File: src/rtl/ifu_fetch_pkg.sv
// Shared definitions for the instruction fetch unit: reset PC, FSM state
// encodings and the redirect alignment test.
package ifu_fetch_pkg;

  localparam logic [31:0] RESET_PC_DEFAULT  = 32'h8000_0000;
  localparam int          FETCH_STATE_WIDTH = 2;

  typedef enum logic [FETCH_STATE_WIDTH-1:0] {
    FETCH_RUN  = 2'd0,
    FETCH_HALT = 2'd1,
    FETCH_ERR  = 2'd2
  } fetch_state_e;

  function automatic logic is_misaligned(input logic [1:0] pc_lsb);
    return pc_lsb != 2'b00;
  endfunction

endpackage

File: src/rtl/ifu_inst_fifo.sv
// Small synchronous FIFO holding {pc, instruction} pairs between the memory
// response channel and decode. Flush has priority over push and pop.
module ifu_inst_fifo #(
  parameter  int WIDTH = 64,
  parameter  int DEPTH = 2,
  localparam int CNT_W = $clog2(DEPTH + 1),
  localparam int PTR_W = (DEPTH > 1) ? $clog2(DEPTH) : 1
) (
  input  logic             clk,
  input  logic             rst_n,
  input  logic             push,
  input  logic [WIDTH-1:0] push_data,
  input  logic             pop,
  input  logic             flush,
  output logic [CNT_W-1:0] count,
  output logic [WIDTH-1:0] head
);

  logic [WIDTH-1:0] mem [DEPTH];
  logic [PTR_W-1:0] wr_ptr;
  logic [PTR_W-1:0] rd_ptr;

  function automatic logic [PTR_W-1:0] ptr_inc(input logic [PTR_W-1:0] p);
    return (p == PTR_W'(DEPTH - 1)) ? '0 : p + PTR_W'(1);
  endfunction

  always_ff @(posedge clk or negedge rst_n) begin
    if (!rst_n) begin
      wr_ptr <= '0;
      rd_ptr <= '0;
      count  <= '0;
    end else if (flush) begin
      wr_ptr <= '0;
      rd_ptr <= '0;
      count  <= '0;
    end else begin
      if (push) wr_ptr <= ptr_inc(wr_ptr);
      if (pop)  rd_ptr <= ptr_inc(rd_ptr);
      count <= count + CNT_W'(push) - CNT_W'(pop);
    end
  end

  // Storage is not reset; the head is forced to zero whenever the queue is empty.
  always_ff @(posedge clk) begin
    if (push && !flush) mem[wr_ptr] <= push_data;
  end

  assign head = (count != '0) ? mem[rd_ptr] : '0;

endmodule

File: src/rtl/ifu_fetch.sv
// Instruction fetch stage: owns the PC, issues in-order word reads to imem,
// queues returned instructions with their PC and hands them to decode.
module ifu_fetch
  import ifu_fetch_pkg::*;
#(
  parameter int                   CPU_WIDTH   = 32,
  parameter logic [CPU_WIDTH-1:0] RESET_PC    = CPU_WIDTH'(RESET_PC_DEFAULT),
  parameter int                   QUEUE_DEPTH = 2
) (
  input  logic                         clk,
  input  logic                         rst_n,
  input  logic                         redirect_valid,
  input  logic [CPU_WIDTH-1:0]         redirect_pc,
  input  logic                         halt_req,
  output logic                         imem_req_valid,
  input  logic                         imem_req_ready,
  output logic [CPU_WIDTH-1:0]         imem_req_addr,
  input  logic                         imem_rsp_valid,
  input  logic [CPU_WIDTH-1:0]         imem_rsp_data,
  output logic                         inst_valid,
  input  logic                         inst_ready,
  output logic [CPU_WIDTH-1:0]         inst,
  output logic [CPU_WIDTH-1:0]         inst_pc,
  output logic                         misalign_err,
  output logic [FETCH_STATE_WIDTH-1:0] fetch_state
);

  localparam int               CNT_W = $clog2(QUEUE_DEPTH + 1);
  localparam logic [CNT_W:0]   CAP   = QUEUE_DEPTH[CNT_W:0];

  fetch_state_e               state_q;
  fetch_state_e               state_d;
  logic [CPU_WIDTH-1:0]       fetch_pc;
  logic [CPU_WIDTH-1:0]       rsp_pc;
  logic [CNT_W-1:0]           outstanding;
  logic [CNT_W-1:0]           drop_cnt;
  logic [CNT_W-1:0]           q_count;
  logic [CNT_W:0]             occupancy;
  logic [2*CPU_WIDTH-1:0]     q_head;
  logic                       req_fire;
  logic                       push;
  logic                       pop;
  logic                       drop_rsp;

  // In-flight requests plus queued entries never exceed the queue depth,
  // so every response always has a free slot.
  assign occupancy      = {1'b0, outstanding} + {1'b0, q_count};
  assign imem_req_valid = rst_n & (state_q == FETCH_RUN) & !halt_req
                        & !redirect_valid & (occupancy < CAP);
  assign imem_req_addr  = fetch_pc;
  assign req_fire       = imem_req_valid & imem_req_ready;

  assign drop_rsp   = imem_rsp_valid & (redirect_valid | (drop_cnt != '0));
  assign push       = imem_rsp_valid & !drop_rsp;
  assign inst_valid = (q_count != '0);
  assign pop        = inst_valid & inst_ready;

  assign {inst_pc, inst} = q_head;
  assign misalign_err    = (state_q == FETCH_ERR);
  assign fetch_state     = state_q;

  always_comb begin
    state_d = state_q;
    if (redirect_valid) begin
      if (is_misaligned(redirect_pc[1:0])) state_d = FETCH_ERR;
      else if (state_q != FETCH_ERR)       state_d = FETCH_RUN;
    end else if (state_q == FETCH_RUN && halt_req) begin
      state_d = FETCH_HALT;
    end
  end

  always_ff @(posedge clk or negedge rst_n) begin
    if (!rst_n) begin
      state_q     <= FETCH_RUN;
      fetch_pc    <= RESET_PC;
      rsp_pc      <= RESET_PC;
      outstanding <= '0;
      drop_cnt    <= '0;
    end else begin
      state_q     <= state_d;
      outstanding <= outstanding + CNT_W'(req_fire) - CNT_W'(imem_rsp_valid);
      if (redirect_valid) begin
        // Everything still in flight belongs to the old path.
        fetch_pc <= redirect_pc;
        rsp_pc   <= redirect_pc;
        drop_cnt <= outstanding - CNT_W'(imem_rsp_valid);
      end else begin
        if (req_fire) fetch_pc <= fetch_pc + CPU_WIDTH'(4);
        if (push)     rsp_pc   <= rsp_pc + CPU_WIDTH'(4);
        if (imem_rsp_valid && drop_cnt != '0) drop_cnt <= drop_cnt - CNT_W'(1);
      end
    end
  end

  ifu_inst_fifo #(
    .WIDTH (2 * CPU_WIDTH),
    .DEPTH (QUEUE_DEPTH)
  ) u_inst_fifo (
    .clk       (clk),
    .rst_n     (rst_n),
    .push      (push),
    .push_data ({rsp_pc, imem_rsp_data}),
    .pop       (pop),
    .flush     (redirect_valid),
    .count     (q_count),
    .head      (q_head)
  );

endmodule
File: config.mk
export PLATFORM = sky130hd
export DESIGN_NAME = ifu_fetch
export DESIGN_NICKNAME = d
export VERILOG_FILES = /design/src/rtl/ifu_fetch_pkg.sv /design/src/rtl/ifu_inst_fifo.sv /design/src/rtl/ifu_fetch.sv
export SDC_FILE = /design/constraint.sdc
export NUM_CORES = 1
export LEC_CHECK = 0
export BUFFER_PORTS_ARGS = -buffer_cell sky130_fd_sc_hd__buf_2
export CAP_MARGIN = 20
export CORE_MARGIN = 2
export CORE_UTILIZATION = 25
export DETAILED_ROUTE_END_ITERATION = 12
export SLEW_MARGIN = 10
export SYNTH_ARGS = -nofsm -noshare
export SYNTH_HDL_FRONTEND = slang
export SYNTH_SLANG_ARGS = --single-unit
File: constraint.sdc
create_clock -name clk -period 8.3 [get_ports clk]
set_clock_uncertainty 0.15 [all_clocks]
set_input_delay 1.245 -clock clk [delete_from_list [all_inputs] [get_ports clk]]
set_output_delay 1.245 -clock clk [all_outputs]
set_load 0.005 [all_outputs]
==> run_results.csv, run 1 <==
group,metric,value,unit
power_and_ir_drop,power_frac_seq,0.419,
global_route,grt_max_degree,77,
clock_tree,cts-root-buf,"clkbuf_16",
route,viasPerCell,4.60,
clock_tree,insertion_delay,510,ps
timing,hold_viol,0,
timing,max_freq,255,MHz
clock_tree,cts_resized,0,
power_and_ir_drop,switching_share,0.303,
layout,area_growth,24.5,%
logic_synthesis,async_flop_share,0.366,
layout,nets,987,
route,routed_wl,23700,um
route,via_count,6369,
floorplanning,die-area,0.0374,mm2
floorplanning,core,0.0355,mm2
logic_synthesis,synthTopCellsByArea,"edfxtp_1, dfrtp_1, mux2i_1",
global_route,grt_pass1_vias,5924,
logic_synthesis,ys_warn_count,0,
power_and_ir_drop,combPwrFrac,0.234,
placed_design,gp_congestion,0.874,
placed_design,place_ws,4120,ps
logic_synthesis,synthFlopType,"edfxtp_1",
logic_synthesis,syn_inst,733,
clock_tree,htreeDepth,1,
layout,n_fill_cell,3573,
worst_hold_path,hold_path.class,"flip-flop to flip-flop",
power_and_ir_drop,ir_drop,0.000138,V
logic_synthesis,synth_edf_count,128,
run,drv_cap,0,
logic_synthesis,netlist_area,0.00897,mm2
clock_tree,cts_hold_buf,0,
power_and_ir_drop,powerDensity,271,mW/mm2
placed_design,port_buffers,171,
floorplanning,fp.dieW,193,um
clock_tree,cts_buffers,24,
run_status,status,"completed",
critical_path,endpoint_kind,"output port",
floorplanning,start_util,0.253,
route,wl_per_cell,17.1,um
timing,min_period,3920,ps
layout,post-route-cell-area,0.0112,mm2
global_route,grt_pass1_wl,36400,um
logic_synthesis,syn_nets,813,
layout,drive_gt1_frac,0.258,
route,firstDrtPassIters,5,
global_route,overflow,0,
global_route,antenna_found_initial,0,
timing,report.final.setup_viol,0,
power_and_ir_drop,leakage,4.30,nW
power_and_ir_drop,clkPwrFrac,0.347,
logic_synthesis,ys_seq_elements,202,
floorplanning,num_rows,69,
clock_tree,cts_num_sinks,202,
critical_path,cp.arrival,2520,ps
worst_hold_path,whs_path_depth,0,
floorplanning,fp.dieH,193,um
clock_tree,cts_tree,"yes",
timing,holdWs,305,ps
clock_tree,clk_path_buf_depth,3,
power_and_ir_drop,switchingPower,917,uW
timing,finalCritPeriodShare,0.472,
route,drc,0,
logic_synthesis,synth_top_cell_by_area,"edfxtp_1",
floorplanning,ios,172,
logic_synthesis,avgSynthCellArea,12.2,um2
logic_synthesis,ys_types,50,
route,drtIter0Drc,380,
timing,rsz0062_at_grt,"false",
logic_synthesis,synth_top_area_frac,0.429,
critical_path,worstPathRequired,6900,ps
timing,worst_slack,4380,ps
clock_tree,post-cts-setup-buffers,0,
critical_path,rr_worst_depth,11,
timing,fin_tns_setup,0,ps
layout,n_antenna_cell,0,
timing,slew_headroom,0.393,
route,ant_nets,0,
placed_design,place_area,0.0104,mm2
timing,tightest_slew,910,ps
placed_design,dpl.hpwl,16400,um
power_and_ir_drop,p_int,2.11,mW
logic_synthesis,seq_area_frac_synth,0.635,
timing,final_max_slew_viol_count,0,
critical_path,startpoint_type,"flip-flop",
global_route,track_usage,0.124,
clock_tree,clkTransAtPathRegs,60,ps
critical_path,crit_type,"flip-flop to output port",
critical_path,cp_max_fo,45,
placed cells by master (no fill, tap or decap), types with 2 or more instances in the layout:
cell	instances
a21oi_1	9
a31oi_1	5
and2_1	4
and3_1	8
buf_2	170
buf_4	7
clkbuf_1	7
clkbuf_16	24
clkbuf_8	8
dfrtp_1	71
dfstp_2	2
edfxtp_1	128
ha_1	8
inv_1	26
mux2_2	5
mux2i_1	65
nand2_1	62
nand2b_1	2
nand3_1	31
nand3_2	3
nand4_1	27
nor2_1	94
nor2_4	2
nor3_1	13
nor4_1	5
nor4_4	2
nor4b_1	2
o211ai_1	9
o21ai_0	42
o311ai_0	8
o31a_1	3
or3_1	4
or4_1	2
or4b_4	2
xnor2_1	20
xor2_1	21
cell type report:
type,instances,area (um2),share of cell area
inverter,26,97.6,0.00874
multi-input combinational,476,3080,0.276
clock inverter,5,70.1,0.00628
tap,461,577,0.0517
clock buffer,39,737,0.0660
sequential,202,5700,0.511
timing repair buffer,177,903,0.0809
routing by layer:
| metal | up-vias | share of wire | routed length [um] | global-route usage |
|---|---|---|---|---|
| li1 | 3024 | - | - | - |
| met1 | 3025 | 0.49 | 11600 | 0.189 |
| met2 | 286 | 0.42 | 9960 | 0.179 |
| met3 | 34 | 0.070 | 1660 | 0.0241 |
| met4 | 0 | 0.022 | 525 | 0.0317 |
| met5 | - | 0 | 0 | 0 |
cell usage after synthesis (2+ instances only):
library cell / count
a21oi_1: 9
a31oi_1: 5
and2_1: 5
and3_1: 8
buf_1: 14
buf_2: 2
clkbuf_1: 13
dfrtp_1: 72
dfstp_2: 2
edfxtp_1: 128
ha_1: 8
inv_1: 26
mux2_2: 5
mux2i_1: 65
nand2_1: 62
nand2b_1: 2
nand3_1: 31
nand3_2: 3
nand4_1: 27
nor2_1: 95
nor3_1: 14
nor4_1: 5
nor4_4: 2
nor4b_1: 2
o211ai_1: 9
o21ai_0: 42
o311ai_0: 8
o31a_1: 3
or3_1: 4
or4_1: 2
or4b_4: 2
xnor2_1: 20
xor2_1: 21
registers in the layout, summed over array words and instances, names as in the netlist:
register	count
u_inst_fifo.mem	128
imem_req_addr	32
rsp_pc	32
drop_cnt	2
fetch_state	2
outstanding	2
u_inst_fifo.count	2
u_inst_fifo.rd_ptr	1
u_inst_fifo.wr_ptr	1
worst max-delay path: stages (launching register included):
cell and delay [ps]:
dfrtp_4 670, buf_4 700, mux2i_1 380, nor2_1 80, buf_2 160
cell families after synthesis:
| group | Yosys count | share of synthesized area |
|---|---|---|
| compound gates | 81 | 0.0552 |
| xor+xnor | 41 | 0.0400 |
| fa+ha+maj | 9 | 0.0134 |
| buf+inv | 55 | 0.0233 |
| flops | 202 | 0.635 |
| mux | 71 | 0.0801 |
| simple gates | 274 | 0.153 |
power groups by stage:
stage	Clock, mW	Sequential, mW	Combinational [mW]
6_report	1.05	1.27	0.709
4_1_cts	1.08	1.27	0.727
5_1_grt	1.12	1.28	0.786
3_5_place_dp	0	1.29	0.724
3_3_place_gp	0	1.29	0.719
2_1_floorplan	0	1.25	0.435
through the flow:
step                      total power, mW  instances   util
after global placement               2.00       1342  0.292
after global routing                 3.19       1386  0.315
after floorplan                      1.68        733      -
after CTS                            3.07       1386  0.315
after detailed placement             2.01       1342  0.292
final                                3.03       1386  0.315
final timing paths:
check,slack [ps],from,to
min reg2reg,310,rsp_pc[0]$_DFFE_PN0P_,u_inst_fifo.mem[0][32]$_DFFE_PP_
min in group asynchronous,450,rst_n,imem_req_addr[24]$_DFFE_PN0P_
max in group asynchronous,6430,rst_n,u_inst_fifo.rd_ptr$_DFFE_PN0P_
max reg2reg,4730,u_inst_fifo.count[0]$_DFF_PN0_,outstanding[1]$_DFF_PN0_
max,4380,u_inst_fifo.rd_ptr$_DFFE_PN0P_,inst_pc[7]
min,310,rsp_pc[0]$_DFFE_PN0P_,u_inst_fifo.mem[0][32]$_DFFE_PP_
Power figures use the tool's default switching activity.
==> run 2, diff against run 1 <==
- clock period: 8.3 -> 4.01 ns (I/O delays scaled with it)
==> run 2 against run 1 <==
Die area did not move. Register-to-register slack got worse by 3800 ps. Clock-buffer cell count shrank 5. Routed wire length is 0.41% higher. Sequential share of layout area increased by 0.37 points. Sequential cell count is the same. Total power rose by 99%. Worst setup slack worse by 3500 ps. Critical path depth up 5. Combinational power grew 110%. Core utilization shrank 0.23 points. Critical path type is now flip-flop to flip-flop. Critical endpoint is now imem_req_addr[29]$_DFFE_PN0P_. Largest cell class unchanged. Largest power group unchanged. Highest routed layer unchanged.
==> run_results.csv, run 2 (synthesis results as in run 1) <==
group,metric,value,unit
floorplanning,num_rows,69,
layout,drive_gt1_frac,0.251,
route,firstDrtPassIters,5,
critical_path,startpoint_type,"flip-flop",
placed_design,gp_congestion,0.834,
clock_tree,cts-root-buf,"clkbuf_16",
placed_design,place_inst,1344,
clock_tree,post-cts-setup-buffers,0,
timing,slew_headroom,0.387,
clock_tree,cts_resized,0,
power_and_ir_drop,switchingPower,1.82,mW
floorplanning,fp.dieW,193,um
timing,tightest_slew,916,ps
clock_tree,clkTransAtPathRegs,60,ps
floorplanning,die-area,0.0374,mm2
power_and_ir_drop,switching_share,0.303,
run,drv_cap,0,
floorplanning,fp.dieH,193,um
layout,utilization,0.312,
clock_tree,htreeDepth,1,
critical_path,crit_type,"flip-flop to flip-flop",
floorplanning,ios,172,
clock_tree,insertion_delay,510,ps
timing,fin_tns_setup,0,ps
global_route,antenna_found_initial,0,
route,ant_nets,0,
floorplanning,start_util,0.253,
global_route,track_usage,0.124,
critical_path,cp_max_fo,21,
timing,max_freq,321,MHz
global_route,grt_max_degree,65,
layout,n_antenna_cell,0,
clock_tree,cts_buffers,23,
run_status,status,"completed",
critical_path,endpoint_kind,"flip-flop",
power_and_ir_drop,power_frac_seq,0.434,
route,drtIter0Drc,355,
clock_tree,cts_num_sinks,202,
global_route,grt_pass1_vias,6105,
power_and_ir_drop,clkPwrFrac,0.320,
power_and_ir_drop,p_int,4.19,mW
power_and_ir_drop,leakage,4.25,nW
clock_tree,cts_hold_buf,0,
timing,min_period,3120,ps
layout,regMostFlops,"u_inst_fifo.mem",
layout,layout_commonest_cell,"buf_2",
layout,nets,988,
route,drc,0,
floorplanning,core,0.0355,mm2
route,routed_wl,23800,um
route,wl_per_cell,17.2,um
critical_path,r2r-end,"imem_req_addr[29]$_DFFE_PN0P_",
route,viasPerCell,4.61,
layout,n_fill_cell,3606,
worst_hold_path,hold_path.class,"input port to async pin",
placed_design,port_buffers,171,
layout,largest_reg_flops,128,
power_and_ir_drop,powerDensity,543,mW/mm2
critical_path,cp.arrival,3420,ps
timing,report.final.setup_viol,0,
critical_path,reg2reg_setup_slack,890,ps
critical_path,rr_worst_depth,9,
timing,final_max_slew_viol_count,0,
layout,post_layout_nonfiller_instances,1384,
timing,hold_viol,0,
clock_tree,clk_path_buf_depth,3,
power_and_ir_drop,ir_drop,0.000263,V
placed_design,dpl.hpwl,16700,um
timing,rsz0062_at_grt,"false",
global_route,overflow,0,
critical_path,worstPathRequired,4310,ps
layout,area_growth,23.5,%
route,via_count,6379,
layout,final_cell_mix,"buf_2, edfxtp_1, nor2_1, dfrtp_1, mux2i_1",
timing,finalCritPeriodShare,0.777,
clock_tree,cts_tree,"yes",
global_route,grt_pass1_wl,36600,um
critical_path,r2r_start,"u_inst_fifo.count[0]$_DFF_PN0_",
power_and_ir_drop,combPwrFrac,0.246,
run 2: changes by cell type in the layout (fill, tap and decap cells not counted):
cell / previous run / this run
clkinv_2: 0 / 3
buf_12: 0 / 2
nor3_4: 0 / 1
clkinv_4: 1 / 0
clkbuf_8: 8 / 1
clkbuf_1: 7 / 10
clkinv_8: 1 / 0
clkinv_1: 0 / 2
nor3_2: 1 / 0
clkbuf_16: 24 / 23
inv_6: 1 / 0
inv_4: 1 / 0
run 2: worst max-delay path: stages (launching register included):
cell     delay, ps
dfrtp_1        390
inv_1           70
nor2_1         130
fa_1           470
or4b_4         600
nor2_4         320
inv_1          110
buf_4          220
or4_1          510
nand3_1         90
run 2: cell type report:
cell class              instances  area, um2  share of cell area
multi-input cells             476       3080               0.278
repair buffers                179        943              0.0851
clock buffers                  34        627              0.0566
inverters                      26       97.6             0.00881
well taps                     461        577              0.0520
clock inverters                 6       52.6             0.00474
flip-flops and latches        202       5700               0.515
run 2: metal layers:
| metal | routed length, um | track usage |
|---|---|---|
| met4 | 513 | 0.0331 |
| met1 | 10900 | 0.181 |
| met5 | 0 | 0 |
| met2 | 10200 | 0.182 |
| met3 | 2270 | 0.0328 |
run 2: power by group through the flow:
| stage | clock network (mW) | registers [mW] | logic, mW |
|---|---|---|---|
| 5_1_grt | 2.08 | 2.64 | 1.65 |
| 3_5_place_dp | 0 | 2.65 | 1.52 |
| 6_report | 1.93 | 2.61 | 1.48 |
| 3_3_place_gp | 0 | 2.64 | 1.51 |
| 4_1_cts | 1.98 | 2.61 | 1.53 |
| 2_1_floorplan | 0 | 2.57 | 0.903 |
run 2: metrics by stage:
stage | instance area [um2] | hold slack, ps | setup WS (ps) | power [mW]
3_3_place_gp | 10400 | 307 | 924 | 4.15
2_1_floorplan | 8980 | 156 | 606 | 3.48
6_report | 11100 | 15.6 | 894 | 6.01
4_1_cts | 11100 | 26.2 | 882 | 6.12
3_5_place_dp | 10400 | 330 | 909 | 4.17
5_1_grt | 11100 | 40.1 | 753 | 6.37
run 2: how the worst max path moves through the flow:
| stage | startpoint | endpoint | slack [ps] | depth (start not counted) |
|---|---|---|---|---|
| floorplan | redirect_valid | u_inst_fifo.mem[0][0]$_DFFE_PP_ | 610 | 4 |
| global placement | u_inst_fifo.count[0]$_DFF_PN0_ | outstanding[1]$_DFF_PN0_ | 920 | 11 |
| detailed placement | u_inst_fifo.count[0]$_DFF_PN0_ | imem_req_addr[29]$_DFFE_PN0P_ | 910 | 9 |
| CTS | u_inst_fifo.count[0]$_DFF_PN0_ | outstanding[1]$_DFF_PN0_ | 880 | 11 |
| global route | u_inst_fifo.count[0]$_DFF_PN0_ | outstanding[1]$_DFF_PN0_ | 750 | 11 |
| finish | u_inst_fifo.count[0]$_DFF_PN0_ | imem_req_addr[29]$_DFFE_PN0P_ | 890 | 9 |
==> run 3, diff against run 2 <==
- clock period: 4.01 -> 2.95 ns (I/O delays scaled with it)
==> run 3 against run 2 <==
Register-to-register slack lost 780 ps. Critical endpoint is now imem_req_addr[18]$_DFFE_PN0P_. Final cell count increased by 3.5%. Sequential share of layout area decreased by 2.5 points. Via count grew 1.8%. Largest cell class unchanged. Non-clock buffer count rose by 47. Hold slack improved by 20 ps. Worst setup slack got worse by 780 ps. Clock-buffer cell count fell by 6.
==> run_results.csv, run 3 (synthesis results as in run 1) <==
group,metric,value,unit
critical_path,startpoint_type,"flip-flop",
placed_design,place_inst,1357,
critical_path,cp_num_buf_inv,2,
critical_path,critPathMaxStageDelay,600,ps
layout,regMostFlops,"u_inst_fifo.mem",
route,via_count,6497,
clock_tree,htreeDepth,1,
placed_design,dpl.hpwl,17000,um
layout,seq_area,0.00570,mm2
global_route,grt_pass1_wl,37100,um
timing,finalCritPeriodShare,0.960,
floorplanning,start_util,0.253,
critical_path,worstPathRequired,3190,ps
critical_path,cp_max_fo,4,
worst_hold_path,whs_path_depth,3,
global_route,antenna_found_initial,1,
timing,rsz0062_at_grt,"true",
layout,final_cell_mix,"buf_2, edfxtp_1, nor2_1, dfrtp_1, mux2i_1",
layout,n_fill_cell,3536,
timing,max_freq,353,MHz
route,wl_per_cell,16.8,um
critical_path,crit_chain,"inv_1, nor2_1, fa_1, or4b_4, nor4_4, buf_4, nand4_1, xnor2_1, mux2_2",
global_route,grt_pass1_vias,6305,
run,drv_cap,0,
floorplanning,core,0.0355,mm2
critical_path,endpoint_kind,"flip-flop",
critical_path,r2r-end,"imem_req_addr[18]$_DFFE_PN0P_",
timing,final_max_slew_viol_count,0,
layout,post_layout_nonfiller_instances,1433,
timing,slew_headroom,0.489,
layout,layout_commonest_cell,"buf_2",
layout,nets,1035,
clock_tree,clkTransAtPathRegs,60,ps
power_and_ir_drop,leakage,4.52,nW
route,firstDrtPassIters,5,
floorplanning,fp.dieW,193,um
layout,drive_gt1_frac,0.263,
timing,hold_viol,0,
floorplanning,num_rows,69,
placed_design,place_area,0.0105,mm2
clock_tree,cts_tree,"yes",
critical_path,reg2reg_setup_slack,120,ps
route,routed_wl,24100,um
worst_hold_path,min_to,"rsp_pc[1]$_DFFE_PN0P_",
power_and_ir_drop,powerDensity,736,mW/mm2
worst_hold_path,hold_path.class,"input port to flip-flop",
global_route,track_usage,0.126,
clock_tree,clk_path_buf_depth,3,
power_and_ir_drop,power_frac_seq,0.412,
layout,multi_input_area,0.00309,mm2
worst_hold_path,worstHoldStart,"redirect_pc[1]",
power_and_ir_drop,switchingPower,2.57,mW
global_route,grt_max_degree,65,
floorplanning,ios,172,
critical_path,cp.arrival,3070,ps
power_and_ir_drop,combPwrFrac,0.245,
timing,fin_tns_setup,0,ps
clock_tree,insertion_delay,500,ps
critical_path,r2r_start,"u_inst_fifo.count[0]$_DFF_PN0_",
placed_design,port_buffers,171,
power_and_ir_drop,clkPwrFrac,0.343,
timing,report.final.setup_viol,0,
clock_tree,cts-root-buf,"clkbuf_16",
clock_tree,cts_num_sinks,202,
critical_path,rr_worst_depth,9,
timing,min_period,2830,ps
clock_tree,cts_buffers,23,
route,viasPerCell,4.53,
layout,post-route-cell-area,0.0116,mm2
critical_path,crit_type,"flip-flop to flip-flop",
timing,tightest_slew,760,ps
layout,largest_reg_flops,128,
layout,area_growth,29.9,%
layout,utilization,0.328,
run_status,status,"completed",
timing,holdWs,35.7,ps
placed_design,gp_congestion,0.884,
route,ant_nets,0,
power_and_ir_drop,p_int,6.00,mW
floorplanning,die-area,0.0374,mm2
critical_path,crit_path_top_delay_cell,"or4b_4",
route,drc,0,
power_and_ir_drop,ir_drop,0.000366,V
floorplanning,fp.dieH,193,um
global_route,overflow,0,
power_and_ir_drop,switching_share,0.300,
route,drtIter0Drc,419,
critical_path,crit_family,"simple AND/OR/NAND/NOR gates",
run 3: cell types whose count changed in the layout (fill, tap and decap cells not counted):
cell           delta
buf_12            +2
buf_4            +12
bufinv_16         +3
clkbuf_1          -5
clkbuf_8          -1
clkinv_1          -2
clkinv_4          +3
diode_2           +1
dlygate4sd3_1    +33
inv_6             +3
nor2_1            -1
nor2_2            +1
run 3: worst max path at each step:
| stage | start | endpoint | slack [ps] | cells past startpoint |
|---|---|---|---|---|
| finish | u_inst_fifo.count[0]$_DFF_PN0_ | imem_req_addr[18]$_DFFE_PN0P_ | 120 | 9 |
| global route | u_inst_fifo.count[0]$_DFF_PN0_ | imem_req_addr[18]$_DFFE_PN0P_ | -30 | 9 |
| CTS | u_inst_fifo.count[0]$_DFF_PN0_ | imem_req_addr[16]$_DFFE_PN0P_ | 60 | 9 |
| detailed placement | u_inst_fifo.count[0]$_DFF_PN0_ | imem_req_addr[18]$_DFFE_PN0P_ | 70 | 8 |
| global placement | u_inst_fifo.count[0]$_DFF_PN0_ | imem_req_addr[18]$_DFFE_PN0P_ | 100 | 8 |
| floorplan | redirect_valid | u_inst_fifo.mem[0][0]$_DFFE_PP_ | -50 | 4 |
run 3: area by class of cell:
class | instances | share of cell area
Tap cell | 461 | 0.0495
Inverter | 26 | 0.00838
Timing Repair Buffer | 226 | 0.121
Antenna cell | 1 | 0.000215
Sequential cell | 202 | 0.489
Clock buffer | 28 | 0.0510
Multi-Input combinational cell | 476 | 0.265
Clock inverter | 13 | 0.0161
run 3: metal layers:
| metal | part of all wire | GRT usage | vias to the layer above | wire length [um] |
|---|---|---|---|---|
| met5 | 0 | 0 | - | 0 |
| met4 | 0.030 | 0.0404 | 0 | 715 |
| met3 | 0.064 | 0.0260 | 42 | 1530 |
| met2 | 0.42 | 0.186 | 272 | 10300 |
| met1 | 0.48 | 0.184 | 3065 | 11600 |
| li1 | - | - | 3118 | - |
run 3: metrics by stage:
step           worst slack, ps  power [mW]
2_1_floorplan            -49.7        4.73
3_3_place_gp               104        5.69
3_5_place_dp              69.4        5.71
4_1_cts                   59.8        8.72
5_1_grt                  -30.1        9.06
6_report                   118        8.57
run 3: power groups by stage:
stage                     registers [mW]  clock network (mW)  logic, mW
after global placement              3.57                   0       2.11
after floorplan                     3.50                   0       1.23
final                               3.53                2.94       2.10
after detailed placement            3.58                   0       2.14
after global routing                3.56                3.13       2.37
after CTS                           3.53                3.02       2.17
run 3: tightest hold or removal path, stage by stage:
cell and delay (ps):
buf_2 90, nand2_1 50, o21ai_0 60
run 3: timing repair:
| action | 4_1_cts | 5_1_grt |
|---|---|---|
| hold buffers | 33 | 0 |
| resized for setup | 0 | 1 |
| buffers inserted | 0 | 1 |
| hold endpoints to repair | 106 | 0 |
| setup endpoints to repair | 0 | 10 |
